$ cat src/rtl/mio_bus_ctrl_if.sv
// CPU-side request/response bus between the single-cycle core and mio_bus_ctrl.
interface mio_bus_ctrl_if;
    logic        cpu_mio;
    logic        mem_rw;
    logic [31:0] addr_in;
    logic [31:0] data_wr;
    logic [31:0] data_rd;
    logic        mio_ready;

    modport master (
        output cpu_mio, mem_rw, addr_in, data_wr,
        input  data_rd, mio_ready
    );

    modport slave (
        input  cpu_mio, mem_rw, addr_in, data_wr,
        output data_rd, mio_ready
    );
endinterface

$ cat src/rtl/mio_bus_ctrl.sv
// Memory/IO bus controller: decodes CPU accesses to RAM, on-chip registers or the IO port.
// Optional MIO_TIMEOUT_EN adds an IO_WAIT timeout counter and the sticky bus_err flag.
module mio_bus_ctrl #(
    parameter int unsigned TIMEOUT = 64
) (
    input  logic          clk,
    input  logic          rst,
    mio_bus_ctrl_if.slave bus,
    output logic          ram_we,
    output logic [9:0]    ram_addr,
    output logic [31:0]   ram_din,
    input  logic [31:0]   ram_dout,
    output logic          io_req,
    output logic          io_we,
    output logic [5:0]    io_addr,
    output logic [31:0]   io_wdata,
    input  logic          io_ack,
    input  logic [31:0]   io_rdata,
    input  logic [15:0]   sw_in,
    output logic [15:0]   led_out,
    output logic          bus_err
);

    localparam logic [1:0] S_IDLE    = 2'd0;
    localparam logic [1:0] S_RAM_RD  = 2'd1;
    localparam logic [1:0] S_IO_WAIT = 2'd2;
    localparam logic [1:0] S_DONE    = 2'd3;

    if (TIMEOUT == 0) begin : g_bad_timeout
        $error("mio_bus_ctrl: TIMEOUT must be at least 1");
    end

    logic [1:0]  state_q, state_d;
    logic        mio_ready_q, mio_ready_d;
    logic [31:0] data_rd_q, data_rd_d;
    logic [15:0] led_q, led_d;
    logic [31:0] timer_q, timer_d;
    logic        io_req_q, io_req_d;
    logic        io_we_q, io_we_d;
    logic [5:0]  io_addr_q, io_addr_d;
    logic [31:0] io_wdata_q, io_wdata_d;
    logic        err_c;
    logic        hit_ram_c, hit_io_c, hit_reg_c, accept_c;
    logic [31:0] reg_rdata_c;
    logic        unused_addr_lsb;

`ifdef MIO_TIMEOUT_EN
    localparam int unsigned      CNT_W    = $clog2(TIMEOUT + 1);
    localparam logic [CNT_W-1:0] CNT_LAST = CNT_W'(TIMEOUT - 1);
    localparam logic [31:0]      TMO_DATA = 32'hDEAD_BEEF;

    logic [CNT_W-1:0] cnt_q, cnt_d;
    logic             err_q, err_d;
    logic             tmo_c;

    assign tmo_c = (cnt_q == CNT_LAST);
    assign err_c = err_q;
`else
    assign err_c = 1'b0;
`endif

    // Address decode; bits [1:0] are byte offsets and never matter.
    assign hit_ram_c       = (bus.addr_in[31:12] == 20'h0_0000);
    assign hit_io_c        = (bus.addr_in[31:8]  == 24'hE0_0000);
    assign hit_reg_c       = (bus.addr_in[31:4]  == 28'hF00_0000);
    assign accept_c        = (state_q == S_IDLE) && bus.cpu_mio && !rst;
    assign unused_addr_lsb = ^bus.addr_in[1:0];

    assign ram_we   = accept_c && hit_ram_c && bus.mem_rw;
    assign ram_addr = bus.addr_in[11:2];
    assign ram_din  = bus.data_wr;

    always_comb begin
        case (bus.addr_in[3:2])
            2'd0:    reg_rdata_c = {16'h0000, led_q};
            2'd1:    reg_rdata_c = {16'h0000, sw_in};
            2'd2:    reg_rdata_c = timer_q;
            default: reg_rdata_c = {31'h0, err_c};
        endcase
    end

    // Next-state, datapath and register-write logic.
    always_comb begin
        state_d    = state_q;
        data_rd_d  = data_rd_q;
        led_d      = led_q;
        timer_d    = timer_q + 32'd1;
        io_req_d   = io_req_q;
        io_we_d    = io_we_q;
        io_addr_d  = io_addr_q;
        io_wdata_d = io_wdata_q;
`ifdef MIO_TIMEOUT_EN
        cnt_d      = '0;
        err_d      = err_q;
`endif
        case (state_q)
            S_IDLE: begin
                if (accept_c) begin
                    if (hit_ram_c && !bus.mem_rw) begin
                        state_d = S_RAM_RD;
                    end else if (hit_io_c) begin
                        state_d    = S_IO_WAIT;
                        io_req_d   = 1'b1;
                        io_we_d    = bus.mem_rw;
                        io_addr_d  = bus.addr_in[7:2];
                        io_wdata_d = bus.data_wr;
                    end else begin
                        state_d = S_DONE;
                        if (!bus.mem_rw) begin
                            data_rd_d = hit_reg_c ? reg_rdata_c : 32'h0;
                        end else if (hit_reg_c) begin
                            case (bus.addr_in[3:2])
                                2'd0: led_d   = bus.data_wr[15:0];
                                2'd2: timer_d = bus.data_wr;
`ifdef MIO_TIMEOUT_EN
                                2'd3: if (bus.data_wr[0]) err_d = 1'b0;
`endif
                                default: ;
                            endcase
                        end
                    end
                end
            end
            S_RAM_RD: begin
                data_rd_d = ram_dout;
                state_d   = S_DONE;
            end
            S_IO_WAIT: begin
`ifdef MIO_TIMEOUT_EN
                cnt_d = cnt_q + CNT_W'(1);
`endif
                if (io_ack) begin
                    data_rd_d = io_rdata;
                    io_req_d  = 1'b0;
                    state_d   = S_DONE;
`ifdef MIO_TIMEOUT_EN
                end else if (tmo_c) begin
                    data_rd_d = TMO_DATA;
                    err_d     = 1'b1;
                    io_req_d  = 1'b0;
                    state_d   = S_DONE;
`endif
                end
            end
            default: state_d = S_IDLE;
        endcase
        mio_ready_d = (state_d == S_DONE);
    end

    always_ff @(posedge clk) begin
        if (rst) begin
            state_q     <= S_IDLE;
            mio_ready_q <= 1'b0;
            data_rd_q   <= '0;
            led_q       <= '0;
            timer_q     <= '0;
            io_req_q    <= 1'b0;
            io_we_q     <= 1'b0;
            io_addr_q   <= '0;
            io_wdata_q  <= '0;
        end else begin
            state_q     <= state_d;
            mio_ready_q <= mio_ready_d;
            data_rd_q   <= data_rd_d;
            led_q       <= led_d;
            timer_q     <= timer_d;
            io_req_q    <= io_req_d;
            io_we_q     <= io_we_d;
            io_addr_q   <= io_addr_d;
            io_wdata_q  <= io_wdata_d;
        end
    end

`ifdef MIO_TIMEOUT_EN
    always_ff @(posedge clk) begin
        if (rst) begin
            cnt_q <= '0;
            err_q <= 1'b0;
        end else begin
            cnt_q <= cnt_d;
            err_q <= err_d;
        end
    end
`endif

    assign bus.data_rd   = data_rd_q;
    assign bus.mio_ready = mio_ready_q;
    assign led_out       = led_q;
    assign io_req        = io_req_q;
    assign io_we         = io_we_q;
    assign io_addr       = io_addr_q;
    assign io_wdata      = io_wdata_q;
    assign bus_err       = err_c;

endmodule

$ cat src/flat_wrapper.sv
// flat-port wrapper written by rule: the top's interface ports become plain ports
module mio_bus_ctrl_flat 
#(
    parameter int unsigned TIMEOUT = 64
)
  (clk, rst, ram_we, ram_addr, ram_din, ram_dout, io_req, io_we, io_addr, io_wdata, io_ack, io_rdata, sw_in, led_out, bus_err, bus_cpu_mio, bus_mem_rw, bus_addr_in, bus_data_wr, bus_data_rd, bus_mio_ready);
  mio_bus_ctrl_if bus_i ();
  input  logic clk;
  input  logic rst;
  output logic ram_we;
  output logic [9:0] ram_addr;
  output logic [31:0] ram_din;
  input  logic [31:0] ram_dout;
  output logic io_req;
  output logic io_we;
  output logic [5:0] io_addr;
  output logic [31:0] io_wdata;
  input  logic io_ack;
  input  logic [31:0] io_rdata;
  input  logic [15:0] sw_in;
  output logic [15:0] led_out;
  output logic bus_err;
  input wire logic [$bits(bus_i.cpu_mio)-1:0] bus_cpu_mio;
  input wire logic [$bits(bus_i.mem_rw)-1:0] bus_mem_rw;
  input wire logic [$bits(bus_i.addr_in)-1:0] bus_addr_in;
  input wire logic [$bits(bus_i.data_wr)-1:0] bus_data_wr;
  output wire logic [$bits(bus_i.data_rd)-1:0] bus_data_rd;
  output wire logic [$bits(bus_i.mio_ready)-1:0] bus_mio_ready;
  assign bus_i.cpu_mio = bus_cpu_mio;
  assign bus_i.mem_rw = bus_mem_rw;
  assign bus_i.addr_in = bus_addr_in;
  assign bus_i.data_wr = bus_data_wr;
  assign bus_data_rd = bus_i.data_rd;
  assign bus_mio_ready = bus_i.mio_ready;
  mio_bus_ctrl #(.TIMEOUT(TIMEOUT)) u_core (.clk(clk), .rst(rst), .bus(bus_i), .ram_we(ram_we), .ram_addr(ram_addr), .ram_din(ram_din), .ram_dout(ram_dout), .io_req(io_req), .io_we(io_we), .io_addr(io_addr), .io_wdata(io_wdata), .io_ack(io_ack), .io_rdata(io_rdata), .sw_in(sw_in), .led_out(led_out), .bus_err(bus_err));
endmodule
$ cat config.mk
export PLATFORM = sky130hd
export DESIGN_NAME = mio_bus_ctrl_flat
export DESIGN_NICKNAME = d
export VERILOG_FILES = /design/src/rtl/mio_bus_ctrl_if.sv /design/src/rtl/mio_bus_ctrl.sv /design/src/flat_wrapper.sv
export SDC_FILE = /design/constraint.sdc
export NUM_CORES = 1
export LEC_CHECK = 0
export CORE_UTILIZATION = 35
export CTS_CLUSTER_SIZE = 20
export DETAILED_ROUTE_END_ITERATION = 6
export PLACE_DENSITY_LB_ADDON = 0.25
export SYNTH_ARGS = -nofsm -noshare
export SYNTH_HDL_FRONTEND = slang
export SYNTH_SLANG_ARGS = --single-unit
$ cat constraint.sdc
create_clock -name clk -period 2.2 [get_ports clk]
set_input_delay 0.44 -clock clk [delete_from_list [all_inputs] [get_ports clk]]
set_output_delay 0.44 -clock clk [all_outputs]
set_load 0.01 [all_outputs]
# Yosys cells after proc, flatten, opt, wreduce, memory -nomap -nowiden
# Index checks and enable logic that the tools add are counted.
[op_classes]
addsub = 1
mul = 0
div = 0
magnitude_cmp = 0
n_eq_ne = 13
shift = 0
n_mux = 25
n_bitwise = 2
n_reduce_logical = 16
[op_table]
columns = ["op", "n"]
rows = [
  ["$mux W32", 13],
  ["$pmux W32 S3", 2],
  ["$add A32 B1 Y32 const B", 1],
  ["$eq A28 B28 Y1 const B", 1],
  ["$eq A24 B24 Y1 const B", 1],
  ["$logic_not A20 Y1", 1],
  ["$ne A2 B2 Y1 const B", 4],
  ["$reduce_and A7 Y1", 1],
  ["$eq A2 B2 Y1 const B", 3],
  ["$mux W2", 3],
  ["$pmux W2 S3", 1],
  ["$reduce_and A6 Y1", 1],
  ["$logic_and A1 B1 Y1", 5],
  ["$mux W1", 5],
  ["$reduce_and A5 Y1", 1],
  ["$eq A2 B1 Y1 const B", 2],
  ["$logic_not A2 Y1", 2],
  ["$ne A2 B1 Y1 const B", 2],
  ["$reduce_and A4 Y1", 1],
  ["$reduce_bool A3 Y1", 1],
  ["$logic_not A1 Y1", 2],
  ["$not A1 Y1", 2],
  ["$pmux W1 S2", 1],
  ["$reduce_bool A2 Y1", 1],
]
[totals]
ff_bits = 123
latch_bits = 0
ramBits = 0
mem_bits_ro = 0
output_inout_bits = 133
wordCells = 66
mem_count = 0

# Logic depth before layout (Yosys ltp)
# Gate-level depths: netlist (run 1).
[logic_depth]
ltp_word = 8
mapped_depth = 10
depth_no_buf = 7

# Least setup slack after synthesis (run 1)
# OpenSTA, ideal clock, no wires.
[synth_path]
kind = "input-to-reg"
from = "input port bus_addr_in[9]"
to = "register u_core.timer_q[10]"
setup_ns = 0.146
arrival_ns = 2.132
required_time_ns = 2.054
path_slack_ns = -0.078
cell_stages = 8
path_buffers = 3
path_cell_list = "or3_1 > or2_0 > buf_2 > or4_4 > buf_6 > buf_2 > nor2_1 > a211oi_2"
[synth_via]
elab_chain_cells = 7
[synth_rtl]
columns = ["item", "line", "source"]
rows = [
  ["start: declaration", "flat_wrapper.sv:25", "input wire logic [$bits(bus_i.addr_in)-1:0] bus_addr_in;"],
  ["$eq A28 B28 Y1", "mio_bus_ctrl.sv:65", "assign hit_reg_c = (bus.addr_in[31:4] == 28'hF00_0000);"],
  ["$mux W32", "mio_bus_ctrl.sv:111", "end else if (hit_reg_c) begin"],
  ["$mux W32", "mio_bus_ctrl.sv:109", "if (!bus.mem_rw) begin"],
  ["$mux W32 (*)", "mio_bus_ctrl.sv:101", "end else if (hit_io_c) begin"],
  ["$mux W32 (*)", "mio_bus_ctrl.sv:99", "if (hit_ram_c && !bus.mem_rw) begin"],
  ["$mux W32 (*)", "mio_bus_ctrl.sv:98", "if (accept_c) begin"],
  ["$mux W32 (*)", "mio_bus_ctrl.sv:96", "case (state_q)"],
  ["end signal: assignment", "mio_bus_ctrl.sv:166", "timer_q <= timer_d;"],
  ["end: declaration", "mio_bus_ctrl.sv:37", "logic [31:0] timer_q, timer_d;"],
]
# Every way passes the cells marked *; elsewhere a longest branch is shown, timed or not.
# A chain may end at the register's enable or synchronous reset.

# Worst setup path in the final report (run 1)
[layout_path]
from = "input port bus_addr_in[10]"
to = "register u_core.timer_q[7]"
# The elaborated chain is that of the path after synthesis.

==> results of run 1 <==
==> what timing repair did <==
action                                  in CTS  in global routing
gates cloned                                 1                  3
endpoints found under the setup margin      50                107
resized for setup                           19                 26
pin swaps                                    5                 11
setup buffers                                2                  3
==> kinds of logic (layout without fill, tap and decap cells) <==
kind of cell | after synthesis | count (layout) | share of synthesized area
DFF | 123 | 123 | 0.367
other | 1 | 2 | 0.000559
muxes | 33 | 33 | 0.0493
AOI/OAI and AO/OA | 228 | 228 | 0.232
and+or+nand+nor | 306 | 306 | 0.211
xor gates and xnor gates | 29 | 29 | 0.0379
buffers and inverters | 111 | 403 | 0.0929
adders and majority gates | 5 | 5 | 0.00933
==> critical path: stages <==
cell and delay (ns):
clkdlybuf4s50_1 0.43, nand4b_1 0.23, or2_4 0.27, or4_4 0.66
clkbuf_16 0.26, nor2_2 0.10, a211oi_2 0.05
==> state kept, by name, indices dropped and copies added (netlist names) <==
signal                count
u_core.io_req             1
u_core.io_we              1
u_core.bus.data_rd       32
u_core.led_out           16
u_core.state_q            2
u_core.bus.mio_ready      1
u_core.io_addr            6
u_core.timer_q           32
u_core.io_wdata          32
==> cell type report <==
type                       instances  share of cell area
clock buffer                      18              0.0404
inverter                           6             0.00207
multi-input combinational        602               0.356
antenna                            1            0.000230
tap                              234              0.0270
timing repair buffer             365               0.334
clock inverter                    14              0.0136
sequential                       123               0.227
==> worst paths after layout <==
path / to / cells past startpoint / from / slack [ns]
max: u_core.timer_q[7] / 7 / bus_addr_in[10] / 0.02
min: u_core.io_wdata[24] / 2 / u_core.io_wdata[24] / 0.45
max reg2reg: u_core.timer_q[7] / 8 / u_core.state_q[1] / 0.06
min reg2reg: u_core.io_wdata[24] / 2 / u_core.io_wdata[24] / 0.45
==> power by group through the flow <==
stage / Combinational [W] / Clock, W / Sequential [W]
4_1_cts: 0.00355 / 0.00283 / 0.00272
3_3_place_gp: 0.00348 / 0 / 0.00276
2_1_floorplan: 0.00180 / 0 / 0.00290
6_report: 0.00354 / 0.00278 / 0.00272
5_1_grt: 0.00389 / 0.00293 / 0.00276
3_5_place_dp: 0.00350 / 0 / 0.00277
==> metrics by stage <==
step,hold slack (ns),setup WS [ns],TNS [ns],std cells
floorplan,0.476,0.00719,0,836
detailed placement,0.443,-0.487,-48.02,1321
global placement,0.437,-0.450,-45.39,1321
finish,0.449,0.0235,0,1363
global route,0.467,-0.0123,-0.0496,1363
CTS,0.451,0.0000777,0,1356
==> placed cells by master (no fill, tap or decap), drive strengths merged, types with 6 or more instances in the layout <==
cell	instances
a211oi	31
a21o	32
a21oi	106
a22oi	32
buf	86
clkbuf	21
clkdlybuf4s50	258
clkinv	7
dfxtp	123
dlygate4sd2	6
dlymetal6s2s	12
inv	6
mux2i	33
nand2	107
nand3	16
nand4	13
nor2	117
nor3	7
nor4	15
o21ai	19
xnor2	10
xor2	19
==> per-layer routing <==
layer / up-vias / track usage
li1: 3452 / -
met1: 3206 / 0.304
met2: 232 / 0.372
met3: 33 / 0.0626
met4: 0 / 0.0758
met5: - / 0
==> flow_metrics.py, run 1 <==
metrics = {
    "status": {
        "status": "finished, final reports clean",
    },
    "worst_setup_path": {
        "cp.arrival_ns": 2.46,
        "critPathKind": "in2reg",
        "crit_path_start_kind": "input port",
        "required_ns": 2.48,
        "crit_path_end_kind": "flip-flop",
        "path_max_fanout": 18,
    },
    "layout": {
        "drive_above_1_share": 0.183,
        "fillers": 1700,
        "post-route-util": 0.579,
        "design_area_um2": 10900,
        "multi_input_comb_area_um2": 3870,
        "seqCellArea_um2": 2460,
        "syn_to_final_growth_pct": 62.0,
        "nets": 1269,
    },
    "global_routing": {
        "antenna_found_initial": 1,
        "grt.overflow.total": 0,
        "grt_pass1_vias": 6525,
        "grt_max_degree": 124,
        "grt.total_usage": 0.233,
        "grt_pass1_wl_mm": 35.3,
    },
    "clock_network": {
        "root_buffer": "clkbuf_16",
        "cts_max_path_buffers": 2,
        "tritoncts": "done",
        "cts.sinks": 123,
        "cts_hold_buf": 0,
        "h-tree-depth": 4,
        "cts_made_buffers": 17,
        "insertion_delay_ns": 0.43,
        "clk_pin_slew_ns": 0.06,
    },
    "synthesis": {
        "synth_area_leader_cell": "dfxtp_1",
        "async_flop_share": 0,
        "synthFlopType": "dfxtp_1",
        "syn_nets": 990,
        "yosysWarnings": 0,
        "syn_inst": 836,
        "synth_edf_count": 0,
        "yosysSeqAreaShare": 0.367,
        "synth.most_common_cell": "dfxtp_1",
        "synth_commonest_cells": "dfxtp_1, nor2_1, nand2_1",
        "yosys.cell_types.count": 49,
        "syn_area_um2": 6710,
        "synth-seq-cells": 123,
        "synth_top_area_share": 0.367,
        "ys_top_cells_by_area": "dfxtp_1, a21oi_1, nor2_1",
        "avgSynthCellArea_um2": 8.02,
    },
    "power_and_ir_drop": {
        "p_seq_frac": 0.301,
        "p_per_area_nw_per_um2": 832,
        "total_leakage_power_nw": 3.98,
        "vdd_drop_max_uv": 584,
        "p_switching_w": 0.00308,
        "intPower_w": 0.00596,
        "swShare": 0.341,
        "clkPwrFrac": 0.307,
        "power_frac_comb": 0.392,
        "p_total_w": 0.00904,
    },
    "drt": {
        "wl_mm": 23.5,
        "first_pass_iters": 5,
        "dr_wl_met3_mm": 1.39,
        "top_layer_used": "met4",
        "drtIter0Drc": 383,
        "m1WireLength_mm": 10.8,
        "remaining_drc_errors": 0,
        "wl_met2_mm": 10.8,
        "postRouteAntennaNets": 0,
        "wl_per_cell_um": 17.3,
        "drt-vias-per-instance": 5.08,
        "num_vias": 6923,
    },
    "placed_design": {
        "routabilityCongestion": 0.863,
        "dp.final_hpwl_mm": 16.4,
        "io_buffers": 278,
        "placed_area_um2": 10000,
    },
    "floorplan": {
        "die_area_um2": 19700,
        "core_area_um2": 18800,
        "io_pins": 282,
        "num_rows": 50,
        "die_w_um": 140,
        "die_y_um": 140,
        "initial_core_util": 0.357,
    },
    "sta": {
        "fin_crit_sh": 0.989,
        "clock-skew-final_ns": 0.0104,
        "drv_slew": 0,
        "max_freq_mhz": 459,
        "setup_viol": 0,
        "hold_viol": 0,
        "slew_headroom": 0.509,
        "fin_crit_ns": 2.18,
        "tightest_slew_ns": 0.737,
    },
    "min_path": {
        "holdCritPathClass": "reg2reg",
    },
    "job": {
        "maxCapViolCount": 0,
    },
}
No activity file was read; power rests on OpenSTA's default activity.
==> inputs of run 2 (changes only) <==
Settings changed: ABC_CLOCK_PERIOD_IN_PS set to 2200, CTS_CLUSTER_SIZE 20 to 12, SETUP_SLACK_MARGIN set to 0.02.
==> run 2 against run 1 <==
  * Combinational power shrank 1%
  * Cell count about the same
  * First-iteration DRC count is 9.1% lower
  * Routed wire length decreased by 0.99%
  * Sequential power is essentially flat
  * Non-clock buffer count up 2
  * Sequential share of layout area shrank 0.17 points
  * Die area stayed put
  * Sequential cell count unchanged
  * Total power increased by 3.2%
  * Hold slack better by 0.0020 ns
  * Largest power group unchanged
==> flow_metrics.py, run 2 (synthesized netlist as in run 1, its figures left out) <==
metrics = {
    "placed_design": {
        "io_buffers": 278,
        "dp.final_hpwl_mm": 16.4,
        "routabilityCongestion": 0.857,
        "place_ws_ns": -0.452,
    },
    "clock_network": {
        "cts_max_path_buffers": 2,
        "cts.sinks": 123,
        "cts_made_buffers": 17,
        "insertion_delay_ns": 0.42,
        "cts_hold_buf": 0,
        "root_buffer": "clkbuf_16",
        "clk_pin_slew_ns": 0.06,
        "tritoncts": "done",
        "h-tree-depth": 4,
    },
    "sta": {
        "max_freq_mhz": 469,
        "drv_slew": 0,
        "fin_crit_ns": 2.13,
        "slew_headroom": 0.559,
        "tightest_slew_ns": 0.662,
        "hold_viol": 0,
        "clock-skew-final_ns": 0.00892,
        "fin_hold_ws_ns": 0.451,
        "fin_crit_sh": 0.970,
        "setup_viol": 0,
        "setup_tns_ns": 0,
        "timing.final.ws_setup_ns": 0.0666,
        "rsz0062_at_grt": "no",
    },
    "global_routing": {
        "antenna_found_initial": 2,
        "grt_pass1_vias": 6532,
        "grt_pass1_wl_mm": 34.7,
        "grt.total_usage": 0.223,
        "grt.overflow.total": 0,
        "grt_max_degree": 124,
    },
    "floorplan": {
        "die_w_um": 140,
        "io_pins": 282,
        "core_area_um2": 18800,
        "initial_core_util": 0.357,
        "num_rows": 50,
        "die_y_um": 140,
        "die_area_um2": 19700,
    },
    "drt": {
        "wl_mm": 23.3,
        "num_vias": 6935,
        "wl_per_cell_um": 17.1,
        "first_pass_iters": 5,
        "drt-vias-per-instance": 5.08,
        "drtIter0Drc": 348,
        "postRouteAntennaNets": 0,
        "remaining_drc_errors": 0,
    },
    "worst_setup_path": {
        "critPathKind": "reg2reg",
        "crit_path_end_kind": "flip-flop",
        "path_max_fanout": 11,
        "cp.arrival_ns": 2.40,
        "required_ns": 2.47,
        "crit_path_start_kind": "flip-flop",
    },
    "layout": {
        "final_cell_mix": "clkdlybuf4s50_1, dfxtp_1, nand2_1",
        "syn_to_final_growth_pct": 63.3,
        "drive_above_1_share": 0.183,
        "nets": 1271,
        "layout_commonest_cell": "clkdlybuf4s50_1",
        "antenna_cells": 0,
    },
    "power_and_ir_drop": {
        "vdd_drop_max_uv": 538,
        "p_total_w": 0.00932,
        "total_leakage_power_nw": 4.11,
        "p_per_area_nw_per_um2": 851,
    },
    "min_path": {
        "holdCritPathClass": "reg2reg",
    },
    "job": {
        "maxCapViolCount": 0,
    },
    "status": {
        "status": "finished, final reports clean",
    },
}
## run 2: cell types whose count changed in the layout (fill, tap and decap cells not counted), sizes merged
cell           change
buf                +1
bufinv             +3
clkbuf             +1
clkdlybuf4s50     -10
clkinv             -1
clkinvlp           -2
diode              -1
dlymetal6s2s      +10
## run 2: worst max-delay path: stages, from the launching register on
cell and delay, ns:
dfxtp_2 0.34, inv_1 0.08, ha_1 0.16, and3b_2 0.26
nand3_2 0.09, or4_4 0.65, clkbuf_16 0.26, nor2_2 0.10
a211oi_2 0.05
## run 2: metrics by stage
stage	util	instance area, um2	cells
global route	0.584	11000	1364
floorplan	-	6880	836
CTS	0.570	10700	1358
finish	0.584	11000	1364
detailed placement	0.534	10000	1325
global placement	0.534	10000	1325
## run 2: worst paths after layout
check                                   startpoint  depth (start not counted)                  to  slack, ns
worst max-delay path             u_core.state_q[1]                          8   u_core.timer_q[9]       0.07
worst min-delay path            u_core.io_wdata[1]                          2  u_core.io_wdata[1]       0.45
worst max register to register   u_core.state_q[1]                          8   u_core.timer_q[9]       0.07
worst min register to register  u_core.io_wdata[1]                          2  u_core.io_wdata[1]       0.45
## run 2: timing repair
item / CTS / global route
endpoints found under the setup margin: 48 / 107
cloned: 0 / 5
setup buffers: 1 / 1
resized for setup: 15 / 40
endpoints found under the hold margin: 0 / 0
pin swaps: 4 / 17
## run 2: layer usage
| layer | track usage | share of wire | up-vias |
|---|---|---|---|
| met2 | 0.349 | 0.45 | 224 |
| met5 | 0 | 0.0012 | - |
| li1 | - | - | 3451 |
| met4 | 0.0717 | 0.017 | 4 |
| met1 | 0.300 | 0.46 | 3226 |
| met3 | 0.0554 | 0.066 | 30 |
## run 2: layout make-up
| cell class | count | area, um2 |
|---|---|---|
| tap | 234 | 293 |
| fill | 1710 | 7820 |
| multi-input combinational | 602 | 3850 |
| clock buffer | 18 | 439 |
| clock inverter | 14 | 218 |
| sequential | 123 | 2460 |
| timing repair buffer | 367 | 3670 |
| inverter | 6 | 22.5 |
## run 2: where the power goes
group          total [W]  internal [W]  switching (W)  leakage, nW
logic            0.00350       0.00170        0.00180         2.81
clock network    0.00310       0.00204        0.00106        0.312
registers        0.00272       0.00256       0.000164        0.996
total            0.00932       0.00630        0.00302         4.11
